<file path="src/rtl/ex_mul_pipeline.sv">
// ex_mul_pipeline: five-stage unsigned multiplier, one C-bit multiplier chunk per stage
module ex_mul_pipeline #(
    parameter int DATA_WIDTH     = 32,
    parameter int REGISTER_WIDTH = 5
) (
    input  logic                      clk_i,
    input  logic                      rst_i,
    input  logic                      issue_valid_i,
    input  logic                      ex_bubble_i,
    input  logic                      stall_ex_i,
    input  logic                      op_high_i,
    input  logic [DATA_WIDTH-1:0]     rs1_data_i,
    input  logic [DATA_WIDTH-1:0]     rs2_data_i,
    input  logic [REGISTER_WIDTH-1:0] rd_i,
    output logic                      ex1_valid_o,
    output logic                      ex2_valid_o,
    output logic                      ex3_valid_o,
    output logic                      ex4_valid_o,
    output logic                      ex5_valid_o,
    output logic [REGISTER_WIDTH-1:0] ex1_wr_reg_o,
    output logic [REGISTER_WIDTH-1:0] ex2_wr_reg_o,
    output logic [REGISTER_WIDTH-1:0] ex3_wr_reg_o,
    output logic [REGISTER_WIDTH-1:0] ex4_wr_reg_o,
    output logic                      wb_valid_o,
    output logic [REGISTER_WIDTH-1:0] wb_reg_o,
    output logic [DATA_WIDTH-1:0]     wb_data_o
);
    localparam int C  = DATA_WIDTH / 4;
    localparam int AW = 2 * DATA_WIDTH;

    logic [4:0]                valid;
    logic [REGISTER_WIDTH-1:0] rd [5];
    logic [DATA_WIDTH-1:0]     a [4];
    logic [DATA_WIDTH-1:0]     b [4];
    logic [3:0]                op_high;
    logic [AW-1:0]             acc [4];
    logic [AW-1:0]             sum [4];
    logic [DATA_WIDTH-1:0]     wb_data;

    for (genvar k = 0; k < 4; k++) begin : g_pp
        assign sum[k] = acc[k] + (({{DATA_WIDTH{1'b0}}, a[k]} * {{(AW-C){1'b0}}, b[k][k*C +: C]}) << (k*C));
    end

    // Shift every stage forward unless frozen; ex4->ex5 also selects the written-back half
    always_ff @(posedge clk_i) begin
        if (rst_i) begin
            valid   <= '0;
            op_high <= '0;
            wb_data <= '0;
            rd[4]   <= '0;
            for (int i = 0; i < 4; i++) begin
                rd[i]  <= '0;
                a[i]   <= '0;
                b[i]   <= '0;
                acc[i] <= '0;
            end
        end else if (!stall_ex_i) begin
            valid      <= {valid[3:0], issue_valid_i & ~ex_bubble_i};
            rd[0]      <= rd_i;
            a[0]       <= rs1_data_i;
            b[0]       <= rs2_data_i;
            op_high[0] <= op_high_i;
            acc[0]     <= '0;
            for (int i = 1; i < 4; i++) begin
                rd[i]      <= rd[i-1];
                a[i]       <= a[i-1];
                b[i]       <= b[i-1];
                op_high[i] <= op_high[i-1];
                acc[i]     <= sum[i-1];
            end
            rd[4]   <= rd[3];
            wb_data <= op_high[3] ? sum[3][AW-1:DATA_WIDTH] : sum[3][DATA_WIDTH-1:0];
        end
    end

    assign ex1_valid_o  = valid[0];
    assign ex2_valid_o  = valid[1];
    assign ex3_valid_o  = valid[2];
    assign ex4_valid_o  = valid[3];
    assign ex5_valid_o  = valid[4];
    assign ex1_wr_reg_o = rd[0];
    assign ex2_wr_reg_o = rd[1];
    assign ex3_wr_reg_o = rd[2];
    assign ex4_wr_reg_o = rd[3];
    assign wb_valid_o   = valid[4];
    assign wb_reg_o     = rd[4];
    assign wb_data_o    = wb_data;
endmodule

</file>
<file path="config.mk">
export PLATFORM = sky130hd
export DESIGN_NAME = ex_mul_pipeline
export DESIGN_NICKNAME = d
export VERILOG_FILES = /design/src/rtl/ex_mul_pipeline.sv
export SDC_FILE = /design/constraint.sdc
export NUM_CORES = 2
export LEC_CHECK = 0
export ABC_AREA = 1
export ABC_CLOCK_PERIOD_IN_PS = 14200
export BUFFER_PORTS_ARGS = -buffer_cell sky130_fd_sc_hd__buf_2
export CORE_AREA = 8 8 455 234
export DETAILED_ROUTE_END_ITERATION = 12
export DIE_AREA = 0 0 463 242
export GPL_TIMING_DRIVEN = 0
export PLACE_DENSITY_LB_ADDON = 0.15
export SYNTH_ARGS = -nofsm -noshare
export SYNTH_HDL_FRONTEND = slang
export SYNTH_SLANG_ARGS = --single-unit
</file>
<file path="constraint.sdc">
create_clock -name clk_i -period 14.2 [get_ports clk_i]
set_clock_uncertainty 0.2 [all_clocks]
set_input_delay 3.55 -clock clk_i [delete_from_list [all_inputs] [get_ports clk_i]]
set_output_delay 3.55 -clock clk_i [all_outputs]
set_load 0.1 [all_outputs]
</file>
==> impl_metrics.csv <==
group,metric,value,unit
pwr,power.leakage,32.3,nW
pwr,ir_worst_vdd,0.0873,mV
synthesis,syn_area_per_cell,7.67,µm²
setup_path,regToRegSetupSlack,5.01,ns
sta,tightest_slew,1.43,ns
clock_tree,cts_buffer_depth,3,
floorplanning,io_pins,138,
pwr,power_density,95.2,nW/µm²
finish,syn2layout_area_growth,7.03,%
setup_path,cp-end-kind,"flip-flop",
global_routing,grt_pass1_wl,289,mm
setup_path,ff2ff_path_depth,30,
clock_tree,cts_post_setup_buffers_inserted,0,
detailed_routing,ant_nets,0,
clock_tree,cts_buffers,43,
pwr,total_power,5.67,mW
sta,timing.slew.headroom,4.35,%
synthesis,synthesis.nets,8408,
sta,finalHoldViolCount,0,
hold_path,worst_hold_path_type,"reg2reg",
sta,period_needed,9.19,ns
synthesis,synth_edf_count,381,
floorplanning,fp-row-count,83,
detailed_routing,drt-initial-drc-count,5823,
global_routing,grt_pass1_vias,46300,
sta,rsz0062_at_grt,"false",
synthesis,yosys.area.top_type,"fa_1",
synthesis,ys_seq_area_share,22.0,%
detailed_routing,routed_wl,193,mm
finish,final_common_cell,"inv_1",
place,portBuffers,137,
floorplanning,initial_utilization,55.2,%
clock_tree,ctsHoldBuffers,0,
finish,fin_cells,8839,
floorplanning,coreArea,101000,µm²
detailed_routing,vias,48100,
setup_path,critical-path-max-stage-delay,0.70,ns
synthesis,ys.warnings.count,0,
floorplanning,die_x,463,µm
sta,finalMaxSlewViolations,0,
place,dp_cells,8761,
detailed_routing,avgRoutedWirePerCell,21.8,µm
place,dp_hpwl,162,mm
place,gp_congestion,1.07,
clock_tree,clock-sinks,422,
setup_path,cpMaxStageDelayCell,"edfxtp_1",
synthesis,synth_seq_cells,422,
clock_tree,cts_resized,0,
sta,fin_crit_sh,64.7,%
global_routing,grt_usage,33.8,%
synthesis,synth-main-ff-cell,"edfxtp_1",
synthesis,synth_cells,7261,
synthesis,syn_area,55700,µm²
setup_path,arrival,9.36,ns
finish,drive_gt1_share,4.61,%
clock_tree,clock-root-buffer,"clkbuf_16",
synthesis,synth_top_area_share,26.0,%
finish,utilization,59.1,%
floorplanning,die_area,112000,µm²
global_routing,grt_start_max_net_pins,139,
sta,fmaxAchievable,109,MHz
run_status,outcome,"finished, final reports clean",
hold_path,hold_depth,2,
floorplanning,die_h,242,µm
synthesis,synthTopCellsByArea,"fa_1 (26%), edfxtp_1 (21%), inv_1 (12%)",
clock_tree,clkTransAtPathRegs,0.07,ns
clock_tree,clk_latency,0.65,ns
detailed_routing,first_pass_iters,6,
synthesis,async_reset_ff_share,0,%
run,maxCapViolCount,0,
detailed_routing,drcViolationCount,0,
setup_path,worst-path-max-fanout,10,
clock_tree,cts_tree,"built",
setup_path,startpoint_type,"flip-flop",
clock_tree,htreeDepth,2,
setup_path,critPathKind,"reg2reg",
detailed_routing,vias_per_cell,5.44,
synthesis,synth_cell_type_count,61,
global_routing,grt-ovfl-total,0,
sta,setup_tns,0,ns
global_routing,antenna_found_initial,2,
sta,setup_viol,0,
setup_path,cp_common_cell,"inv_1",
finish,mostFrequentLayoutCells,"inv_1 (1832), nand2_1 (1783), fa_1 (723), nor2_1 (607), a21oi_1 (396)",
setup_path,required,14.37,ns
finish,n_antenna_cell,0,
finish,fin_nets,8593,
critical path: cells and delay by family, from the launching register on:
kind / cells / cell delay [ns]
xor gates and xnor gates: 1 / 0.67
AOI/OAI and AO/OA: 7 / 1.55
adders and majority gates: 6 / 2.59
buffers and inverters: 6 / 1.06
and+or+nand+nor: 10 / 2.19
DFF: 1 / 0.70
sequential cells by signal (all words and copies together) (netlist names):
signal,count
rd,25
wb_data_o,32
acc,148
a,128
op_high,4
valid,5
b,80
power by group:
| group | internal [mW] | switching, mW |
|---|---|---|
| Combinational | 0.840 | 2.04 |
| Clock | 0.671 | 0.568 |
| Sequential | 1.49 | 0.0666 |
Yosys cell counts, drive strengths merged (41+ instances only):
| cell | instances |
|---|---|
| xor2 | 75 |
| inv | 1847 |
| xnor2 | 43 |
| ha | 349 |
| clkbuf | 263 |
| nor2 | 622 |
| dfxtp | 41 |
| a31oi | 53 |
| nand2 | 1807 |
| edfxtp | 381 |
| o21ai | 261 |
| a21oi | 406 |
| nand3 | 111 |
| fa | 723 |
metrics by stage:
stage	setup WS (ns)	instance area, µm²	hold WS (ns)
4_1_cts	5.63	59600	0.250
6_report	5.01	59600	0.249
3_5_place_dp	5.64	58200	0.235
5_1_grt	4.88	59600	0.279
2_1_floorplan	5.00	55700	0.228
3_3_place_gp	2.33	58100	0.232
cells by family after synthesis:
logic type      synth area share (%)
buf+inv                         14.5
xor+xnor                        1.92
compound gates                  8.99
simple gates                    18.8
flops                           22.0
fa+ha+maj                       33.8
layer usage:
| metal | global-route usage (%) | up-vias | part of all wire (%) |
|---|---|---|---|
| met2 | 37.9 | 2736 | 32 |
| met3 | 22.1 | 143 | 20 |
| met4 | 3.96 | 2 | 1.1 |
| met5 | 0.562 | - | 0.0062 |
| met1 | 53.0 | 23100 | 47 |
| li1 | - | 22100 | - |
final timing paths:
kind            startpoint            end
max               b[1][13]     acc[2][47]
min          wb_data_o[26]  wb_data_o[26]
max reg2reg       b[1][13]     acc[2][47]
min reg2reg  wb_data_o[26]  wb_data_o[26]
final cells by class:
cell class                      instances  area [µm²]
Tap cell                             1360        1700
Sequential cell                       422       12300
Clock inverter                         29         317
Timing Repair Buffer                  140         756
Fill cell                            9421       41200
Clock buffer                           49        1130
Multi-Input combinational cell       4707       35400
Buffer                                283        1110
Inverter                             1849        6950
(Power assumes the default switching activity.)
